==> config.mk <==
export PLATFORM = sky130hd
export DESIGN_NAME = fp_keystream_extract
export DESIGN_NICKNAME = d
export VERILOG_FILES = /design/src/rtl/fp_keystream_extract.sv
export SDC_FILE = /design/constraint.sdc
export NUM_CORES = 1
export LEC_CHECK = 0
export ABC_AREA = 1
export ABC_CLOCK_PERIOD_IN_PS = 6390
export CAP_MARGIN = 20
export CORE_ASPECT_RATIO = 1.25
export CORE_UTILIZATION = 55
export CTS_CLUSTER_SIZE = 12
export DETAILED_ROUTE_END_ITERATION = 8
export GPL_ROUTABILITY_DRIVEN = 0
export PLACE_DENSITY = 0.76
export SYNTH_ARGS = -nofsm -noshare
export SYNTH_HDL_FRONTEND = slang
export SYNTH_SLANG_ARGS = --single-unit
==> constraint.sdc <==
create_clock -name clk -period 6.39 [get_ports clk]
set_input_delay 0.9585 -clock clk [delete_from_list [all_inputs] [get_ports clk]]
set_output_delay 0.9585 -clock clk [all_outputs]
set_load 0.03 [all_outputs]
==> src/rtl/fp_keystream_extract.sv <==
// fp_keystream_extract
// ---------------------------------------------------------------------------
// Takes the IEEE-754 chaotic state values from the floating-point divider and
// converts each one to unsigned Q8.24 fixed point (|x| * 2^24, truncated
// toward zero). It derives one keystream byte per value and queues the bytes
// in a small FIFO that feeds the pixel XOR stage.
//
// The divider cannot stall, so this block has no input backpressure.
// Upstream uses `almost_full` to throttle issue. A byte that arrives while the
// FIFO is full is dropped, and the sticky `overflow` flag records it.
//
// Configuration macro: KEY_XOR_FOLD_EN
//   defined   : out_byte = fixed[23:16] ^ fixed[15:8] ^ fixed[7:0]
//   undefined : out_byte = fixed[23:16]
//
// Ports
//   clk         : rising-edge clock
//   reset       : asynchronous active-high reset
//   clear       : synchronous flush of pipeline, FIFO and overflow
//   in_valid    : in_data is valid this cycle
//   in_data     : IEEE-754 operand (PRECISION bits)
//   out_valid   : FIFO head byte available (registered)
//   out_ready   : consumer accepts the head byte
//   out_byte    : FIFO head byte, 0x00 while empty
//   level       : FIFO occupancy (registered)
//   almost_full : level >= AFULL_LEVEL (registered)
//   overflow    : sticky, a converted byte was dropped on a full FIFO
// ---------------------------------------------------------------------------
module fp_keystream_extract #(
    parameter int PRECISION   = 32,
    parameter int EXPONENT    = 8,
    parameter int FRACTION    = 23,
    parameter int BIAS        = 127,
    parameter int DEPTH       = 8,
    parameter int AFULL_LEVEL = 6
) (
    input  logic                     clk,
    input  logic                     reset,
    input  logic                     clear,
    input  logic                     in_valid,
    input  logic [PRECISION-1:0]     in_data,
    output logic                     out_valid,
    input  logic                     out_ready,
    output logic [7:0]               out_byte,
    output logic [$clog2(DEPTH):0]   level,
    output logic                     almost_full,
    output logic                     overflow
);

    localparam int PW = $clog2(DEPTH);
    localparam int LW = PW + 1;
    localparam int MW = FRACTION + 1;
    localparam int SW = EXPONENT + 3;
    localparam int FW = 32;
    // s = e - BIAS - FRACTION + 24, folded into a single constant offset.
    localparam logic signed [SW-1:0] SHIFT_OFFSET = SW'(BIAS + FRACTION - 24);

    // Stage A state
    logic                 valid_a_q, valid_a_d;
    logic                 exp_zero_a_q, exp_zero_a_d;
    logic                 exp_ones_a_q, exp_ones_a_d;
    logic [MW-1:0]        man_a_q, man_a_d;
    logic signed [SW-1:0] shift_a_q, shift_a_d;

    // Stage B state
    logic                 valid_b_q, valid_b_d;
    logic [7:0]           byte_b_q, byte_b_d;

    // FIFO state
    logic [PW-1:0]        wr_ptr_q, wr_ptr_d;
    logic [PW-1:0]        rd_ptr_q, rd_ptr_d;
    logic [LW-1:0]        level_q, level_d;
    logic                 out_valid_q, out_valid_d;
    logic                 almost_full_q, almost_full_d;
    logic                 overflow_q, overflow_d;
    logic [7:0]           mem_q [DEPTH];
    logic                 mem_we;

    logic [EXPONENT-1:0]  exp_in;
    int                   shift_b;
    logic [FW-1:0]        fixed;
    logic                 full, pop, push_ok, drop;
    logic                 unused_bits;

    assign exp_in = in_data[PRECISION-2 -: EXPONENT];

    // Stage A: split the operand. The sign bit is ignored, which gives |x|.
    // Classify the exponent and compute the signed shift that is applied
    // to the mantissa in Stage B.
    always_comb begin
        valid_a_d    = in_valid && !clear;
        exp_zero_a_d = (exp_in == '0);
        exp_ones_a_d = (exp_in == '1);
        man_a_d      = {1'b1, in_data[FRACTION-1:0]};
        shift_a_d    = $signed({{(SW-EXPONENT){1'b0}}, exp_in}) - SHIFT_OFFSET;
    end

    // Stage B: scale the mantissa into Q8.24.
    // Zero and denormal inputs give 0. Inf/NaN and results wider than
    // 32 bits saturate. Right shifts past the mantissa width give 0.
    always_comb begin
        shift_b = int'(shift_a_q);
        fixed   = '0;
        if (exp_ones_a_q) begin
            fixed = '1;
        end else if (exp_zero_a_q) begin
            fixed = '0;
        end else if (shift_b > FW - MW) begin
            fixed = '1;
        end else if (shift_b >= 0) begin
            fixed = FW'(man_a_q) << shift_b;
        end else if (-shift_b >= MW) begin
            fixed = '0;
        end else begin
            fixed = FW'(man_a_q) >> (-shift_b);
        end

`ifdef KEY_XOR_FOLD_EN
        byte_b_d = fixed[23:16] ^ fixed[15:8] ^ fixed[7:0];
`else
        byte_b_d = fixed[23:16];
`endif
        valid_b_d = valid_a_q && !clear;
    end

    assign unused_bits = ^{in_data[PRECISION-1], fixed[FW-1:24], fixed[15:0]};

    // FIFO control.
    // When the FIFO is full, a write is still accepted if a pop happens on
    // the same edge, because the freed slot is the one being written.
    always_comb begin
        full    = (level_q == LW'(DEPTH));
        pop     = out_valid_q && out_ready;
        push_ok = valid_b_q && (!full || pop);
        drop    = valid_b_q && full && !pop;

        if (clear) begin
            wr_ptr_d   = '0;
            rd_ptr_d   = '0;
            level_d    = '0;
            overflow_d = 1'b0;
            mem_we     = 1'b0;
        end else begin
            wr_ptr_d   = wr_ptr_q + PW'(push_ok);
            rd_ptr_d   = rd_ptr_q + PW'(pop);
            level_d    = level_q + LW'(push_ok) - LW'(pop);
            overflow_d = overflow_q | drop;
            mem_we     = push_ok;
        end

        out_valid_d   = (level_d != '0);
        almost_full_d = (level_d >= LW'(AFULL_LEVEL));
    end

    // Control state. All of it returns to idle on reset.
    always_ff @(posedge clk or posedge reset) begin
        if (reset) begin
            valid_a_q     <= 1'b0;
            exp_zero_a_q  <= 1'b0;
            exp_ones_a_q  <= 1'b0;
            man_a_q       <= '0;
            shift_a_q     <= '0;
            valid_b_q     <= 1'b0;
            byte_b_q      <= '0;
            wr_ptr_q      <= '0;
            rd_ptr_q      <= '0;
            level_q       <= '0;
            out_valid_q   <= 1'b0;
            almost_full_q <= 1'b0;
            overflow_q    <= 1'b0;
        end else begin
            valid_a_q     <= valid_a_d;
            exp_zero_a_q  <= exp_zero_a_d;
            exp_ones_a_q  <= exp_ones_a_d;
            man_a_q       <= man_a_d;
            shift_a_q     <= shift_a_d;
            valid_b_q     <= valid_b_d;
            byte_b_q      <= byte_b_d;
            wr_ptr_q      <= wr_ptr_d;
            rd_ptr_q      <= rd_ptr_d;
            level_q       <= level_d;
            out_valid_q   <= out_valid_d;
            almost_full_q <= almost_full_d;
            overflow_q    <= overflow_d;
        end
    end

    // FIFO storage has no reset. Entries are only observed while
    // out_valid is set.
    always_ff @(posedge clk) begin
        if (mem_we) begin
            mem_q[wr_ptr_q] <= byte_b_q;
        end
    end

    assign out_valid   = out_valid_q;
    assign out_byte    = out_valid_q ? mem_q[rd_ptr_q] : 8'h00;
    assign level       = level_q;
    assign almost_full = almost_full_q;
    assign overflow    = overflow_q;

endmodule
# Word-level counts from Yosys, hierarchy flattened
# Memory sizes are Yosys's and may differ from the RTL's.
# Index checks and enable logic that the tools add are counted.
dict set report word_totals {
  register_bits 58
  inputBits 37
  ramBits 64
  mem_count 1
  out_inout_bits 15
}
# name words width rd rd_ports_with_merged_regs wr line_no
set memory_table {}
lappend memory_table {mem_q 8 8 1 0 1 76} ;# logic [7:0] mem_q [DEPTH];
dict set report op_classes {
  n_bitwise 1
  add_sub_neg 6
  reduce_logical 12
  eq_ne 2
  order_cmp 4
  shift 2
  mux 13
}
# op n
set op_table {}
lappend op_table {{24-bit two-way mux} 5}
lappend op_table {{32-bit by 6-bit >= comparator with 1-bit output (second input constant)} 1}
lappend op_table {{9-bit negator with 32-bit output} 1}
lappend op_table {{24-bit by 32-bit left shift with 24-bit output} 1}
lappend op_table {{24-bit by 32-bit >> shifter with 24-bit output} 1}
lappend op_table {{9-bit by 1-bit >= comparator with 1-bit output (second input constant)} 1}
lappend op_table {{9-bit by 5-bit > comparator with 1-bit output (second input constant)} 1}
lappend op_table {{8-bit by 7-bit subtractor with 9-bit output (second input constant)} 1}
lappend op_table {{8-bit equality test (second input constant)} 1}
lappend op_table {{8-bit zero test} 1}
lappend op_table {{8-bit two-way mux} 1}
lappend op_table {{3-bit by 1-bit adder with 3-bit output} 2}
lappend op_table {{1-bit logical AND} 6}
lappend op_table {{3-bit two-way mux} 2}
lappend op_table {{4-bit by 1-bit adder with 4-bit output} 1}
lappend op_table {{4-bit equality test (second input constant)} 1}
lappend op_table {{4-bit by 3-bit >= comparator with 1-bit output (second input constant)} 1}
lappend op_table {{1-bit two-way mux} 4}
lappend op_table {{4-bit two-way mux} 1}
lappend op_table {{4-bit nonzero test} 1}
lappend op_table {{4-bit by 1-bit subtractor with 4-bit output} 1}
lappend op_table {{1-bit zero test} 3}
lappend op_table {{1-bit logical OR} 1}
lappend op_table {{1-bit OR} 1}

# Depth between registers and ports, before layout
dict set report logic_depth {
  word_depth 8
  ltp_mapped 23
  ltp_nobuf 22
}

# Worst setup path before layout
# Ideal clock, no wire load.
dict set report synth_timing {
  path_kind {register to register}
  startpoint {reg shift_a_q[0]}
  endpoint {reg byte_b_q[2]}
  n_path_buf 1
  arrival_ps 2718
  setup_ps 66
  required_time_ps 6324
  setup_slack_ps 3606
  path_stages_with_launch 24
  cell_sequence {dfrtp_1 inv_2 clkbuf_1 ha_1 inv_1 nor2_4 nand2_1 nor2_2 inv_1 ha_1 nand2_1 inv_1 nand2_1 nor2_1 nand3_1 nor2_4 nand3_1 nand2_1 nand2_1 a21oi_1 nand2_1 nand2_1 nand2_1 nand2_1}
}
dict set report synth_via {
  elab_chain_cells 7
  elab_cells_between_ends 11
  classes_between {add/sub: 1; order compare: 3; shift: 2; mux: 5}
}
# item line_no
set synth_lines {}
lappend synth_lines {{start, declared} 63} ;# logic signed [SW-1:0] shift_a_q, shift_a_d;
lappend synth_lines {{start signal, assigned} 176} ;# shift_a_q <= shift_a_d;
lappend synth_lines {{9-bit negator with 32-bit output} {112, 115}}
lappend synth_lines {{32-bit by 6-bit >= comparator with 1-bit output or 24-bit by 32-bit >> shifter with 24-bit output (tied branches)} {112, 115}}
lappend synth_lines {{24-bit two-way mux} 112} ;# end else if (-shift_b >= MW) begin
lappend synth_lines {{24-bit two-way mux} 110} ;# end else if (shift_b >= 0) begin
lappend synth_lines {{24-bit two-way mux (*)} 108} ;# end else if (shift_b > FW - MW) begin
lappend synth_lines {{24-bit two-way mux (*)} 106} ;# end else if (exp_zero_a_q) begin
lappend synth_lines {{24-bit two-way mux (*)} 104} ;# if (exp_ones_a_q) begin
lappend synth_lines {{net fixed[18]} 81} ;# logic [FW-1:0] fixed;
lappend synth_lines {{end signal, assigned} 178} ;# byte_b_q <= byte_b_d;
lappend synth_lines {{end, declared} 67} ;# logic [7:0] byte_b_q, byte_b_d;
# Mark *: on every way through the listed nets, which the timed path passes. The rest lies on a longest branch.

# Worst setup path in the final report
dict set report layout_timing {
  startpoint {reg rd_ptr_q[0]}
  endpoint {out out_byte[5]}
}
dict set report layout_via {
  elab_chain_cells 2
}
# item line_no
set layout_lines {}
lappend layout_lines {{start, declared} 71} ;# logic [PW-1:0] rd_ptr_q, rd_ptr_d;
lappend layout_lines {{start signal, assigned} 180} ;# rd_ptr_q <= rd_ptr_d;
lappend layout_lines {{memory read 8 x 8 bit} --}
lappend layout_lines {{8-bit two-way mux} 197} ;# assign out_byte = out_valid_q ? mem_q[rd_ptr_q] : 8'h00;
lappend layout_lines {{end, declared} 44} ;# output logic [7:0] out_byte,
# No other way between the ends.

==> run summary <==
The run finished with clean final reports. The tools report the total iterations of the first detailed-routing run as 6. Ranked by total cell area, the synthesized netlist is headed by sky130_fd_sc_hd__edfxtp_1, sky130_fd_sc_hd__dfrtp_1, sky130_fd_sc_hd__nand2_1. The run gives 36.7% as the relative contribution of sequential cells to total power.

Setup repair after global routing left no endpoint under its margin. Count of hold buffers inserted by post-cts repair: 0. The most numerous cell type found on the critical path is sky130_fd_sc_hd__o21ai_0. STA puts the critical path data required time at 5.43 ns. The number of antenna diodes in the final layout is 0.

The portion of total power attributed to the clock network was 39.7%; the clock-pin slew reported for the worst setup and hold paths after clock tree synthesis was 0.06 ns. The part of the cycle the worst path needs came out at 63.22%. For the number of standard cells in the final layout excluding fillers, the log shows 1000. The internal power of the cells totals 1.752 mW.

The clock drives 122 sinks. The relative slew slack was 41.53%; the synthesized flop and latch total was 122. Of the post-synthesis cell area, the dominant cell type holds 29.27%. During I/O placement, the number of pins put on the boundary was 52. The primary flip-flop cell chosen by synthesis mapping is sky130_fd_sc_hd__edfxtp_1.

The switching power total is 771.4 uW, and the overall die area is 0.01238 mm^2. The overall track demand over capacity in global routing is 25.70%, and the number of port buffers is 50. For the worst-skew pair, the clock arrives at the later sink with an insertion delay of 0.42 ns. The worst hold path belongs to the class register to register. Critical path start-end classification: register to output pin.

The average size of a mapped cell was 8.408 um^2. Among all stages on the critical path, the largest delay is contributed by sky130_fd_sc_hd__clkdlybuf4s50_1. The run gives 0 as the number of nets still failing antenna checks after routing.

Yosys instantiated no cell more often than sky130_fd_sc_hd__nand2_1. Summed over all instances, the cell type with the most area after synthesis is sky130_fd_sc_hd__edfxtp_1. The post-CTS repair timing setup buffer count was 0; the number of cells produced by synthesis was 781. After synthesis, the netlist uses 38 different library cells. In the synthesized netlist, the cells that appear most often are sky130_fd_sc_hd__nand2_1, sky130_fd_sc_hd__nor2_1, sky130_fd_sc_hd__nand3_1. In the post-route analysis, the smallest setup slack over all paths is 2.350 ns. The number of design rule violations left after detail routing came out at 0. The largest single stage delay on the critical path is 0.69 ns. TritonCTS created 17 clock buffers. For the worst setup path, the data arrival time is 3.08 ns. The post-route netlist has 6.436% of its cells at a drive strength greater than 1. Counting flops with an async set or reset pin after synthesis yields a share of 47.54%. Wires add up to 14.61 mm. The clock tree synthesis step divided the H-tree into 4 levels. The net count of the finished layout is 885. The tools report the total of fill cells in the finished design as 913.

The worst register-to-register path has a setup slack of 2.73 ns. In this run the core area contains 44 standard-cell rows. The analysis attributes to cell leakage a power of 3.297 nW. Counting every net in the synthesized netlist gives 840.

The tools report the initial antenna violation count as 0. The initial utilization of the core area, before any placement, comes to 56.53%. STA classifies the critical path endpoint as an output pin. The core region area was 0.01162 mm^2; the max-cap violation count was 0. Traced cell by cell, the critical path runs through buf_4, inv_1, o21ai_0, o22ai_1, o21ai_0, a31oi_1, clkdlybuf4s50_1.

The largest fanout of any net on the critical path is 34. The area of the mapped netlist was 0.006566 mm^2; the final critical path time including I/O delays and setup was 4.040 ns. The total via count after detailed routing was 5558. The die extent in x was 99.73 um.

For the final routed database, the setup TNS stands at 0 ns. Detailed placement ended at an HPWL of 10.20 mm. Entering global routing, the biggest net connects 59 pins. For the number of synthesis warnings, the log shows 0. The part of the power in combinational logic was 23.6%; the highest attainable clock frequency was 0.2475 GHz.

The logs give 0 for the number of gates resized after CTS and 0 for the number of endpoints failing setup at the final stage. The final hold violation count was 0; the fraction of power spent switching nets was 30.57%. The run gives 2.782 ns as the worst slack at placement. TritonCTS built the clock tree. The first-pass GRT wire length was 24.38 mm; the count of placed standard cells including taps was 968.

The wire length per cell was 14.61 um; the worst IR drop on VDD was 0.1766 mV. At the pin with the least slew margin, the transition time is 0.8739 ns. In this run the power density over the cells is 324.3 mW/mm^2. STA classifies the critical path startpoint as a register. For the number of DRC markers in iteration 0, the log shows 331. Summed over all layers, the global routing overflow is 0.

The number of buffers on the longest clock path was 2; the per-cell via count in the routed design was 5.558. Of the synthesized area, sequential elements account for 51.37%. The number of enable flip-flop cells after synthesis came out at 64. The tools report the master cell of the clock root buffer as sky130_fd_sc_hd__clkbuf_16.

Clock skew on the completed layout was measured at 0.008651 ns. The post-synthesis to final-layout area growth was 18.48%; the floorplan die height was 124.2 um. The run gives 0 as the final number of max-transition violations. The tools report the via count of the first global-routing pass as 5428.
-- placed cells by master (no fill, tap or decap), types with 8 or more instances in the layout --
cell                              count
sky130_fd_sc_hd__nand3_1             97
sky130_fd_sc_hd__dfrtp_1             58
sky130_fd_sc_hd__edfxtp_1            64
sky130_fd_sc_hd__a21oi_1             20
sky130_fd_sc_hd__nand2_1            159
sky130_fd_sc_hd__ha_1                21
sky130_fd_sc_hd__o22ai_1              8
sky130_fd_sc_hd__nor2_1             115
sky130_fd_sc_hd__a31oi_1             11
sky130_fd_sc_hd__inv_1               75
sky130_fd_sc_hd__clkdlybuf4s50_1     50
sky130_fd_sc_hd__nand4_1             20
sky130_fd_sc_hd__clkbuf_16           17
sky130_fd_sc_hd__o21ai_0             57
-- worst max-delay path: cells and delay by family, from the launching register on --
kind | cells | cell delay, ns
AO/OA/AOI/OAI | 4 | 0.68
flip-flops | 1 | 0.36
buffers and inverters | 3 | 1.60
-- cell type report --
type	instances	area, um^2	area share, %
Clock buffer	18	429.2	5.516
Clock inverter	14	195.2	2.509
Timing Repair Buffer	54	530.5	6.819
Tap cell	161	201.4	2.589
Inverter	82	307.8	3.956
Multi-Input combinational cell	549	2743	35.25
Sequential cell	122	3373	43.36
-- power by group through the flow --
stage	registers (mW)	logic, mW	clock network [mW]
4_1_cts	0.927	0.594	1.01
3_3_place_gp	0.938	0.568	0
6_report	0.927	0.596	1.00
2_1_floorplan	0.957	0.375	0
3_5_place_dp	0.942	0.590	0
5_1_grt	0.932	0.665	1.04
-- sequential cells by signal, indices dropped and copies added (netlist names) --
signal,flops
almost_full,1
byte_b_q,8
exp_ones_a_q,1
exp_zero_a_q,1
level,4
man_a_q,24
mem_q,64
out_valid,1
overflow,1
rd_ptr_q,3
shift_a_q,9
valid_a_q,1
valid_b_q,1
wr_ptr_q,3
-- logic make-up (layout without fill, tap and decap cells) --
kind of cell | after synthesis | in the layout | share of synthesized area (%)
simple gates | 414 | 414 | 27.93
flops | 122 | 122 | 51.37
buf+inv | 110 | 168 | 6.860
compound gates | 105 | 105 | 8.537
fa+ha+maj | 22 | 22 | 4.306
xor+xnor | 7 | 7 | 0.9337
other cells | 1 | 1 | 0.05711
-- path summary, 6_finish.rpt --
check                                       start                     to  depth (start not counted)
min reg2reg                   valid_a_q$_DFF_PP0_    valid_b_q$_DFF_PP0_                          2
min                           valid_a_q$_DFF_PP0_    valid_b_q$_DFF_PP0_                          2
max reg2reg                shift_a_q[1]$_DFF_PP0_  byte_b_q[3]$_DFF_PP0_                         22
max in group asynchronous                   reset  man_a_q[15]$_DFF_PP0_                          3
min in group asynchronous                   reset     level[0]$_DFF_PP0_                          3
max                         rd_ptr_q[0]$_DFF_PP0_            out_byte[5]                          7
-- per-stage QoR --
stage	util [%]	hold WS (ns)	cell area, um^2	total power [mW]
after detailed placement	61.60	0.4581	7156	1.532
after CTS	66.98	0.4669	7780	2.528
after global placement	61.60	0.4441	7156	1.506
final	66.98	0.4621	7780	2.523
after floorplan	-	0.4340	6566	1.332
after global routing	66.98	0.4999	7780	2.637
-- routing by layer --
layer	wire length, um	track usage, %	vias up
met5	0	0	-
met4	639	15.72	0
met3	664	4.770	57
met2	7773	47.46	201
met1	5536	27.08	2585
li1	-	-	2715
Note: power is estimated with default switching activity, not from simulation.
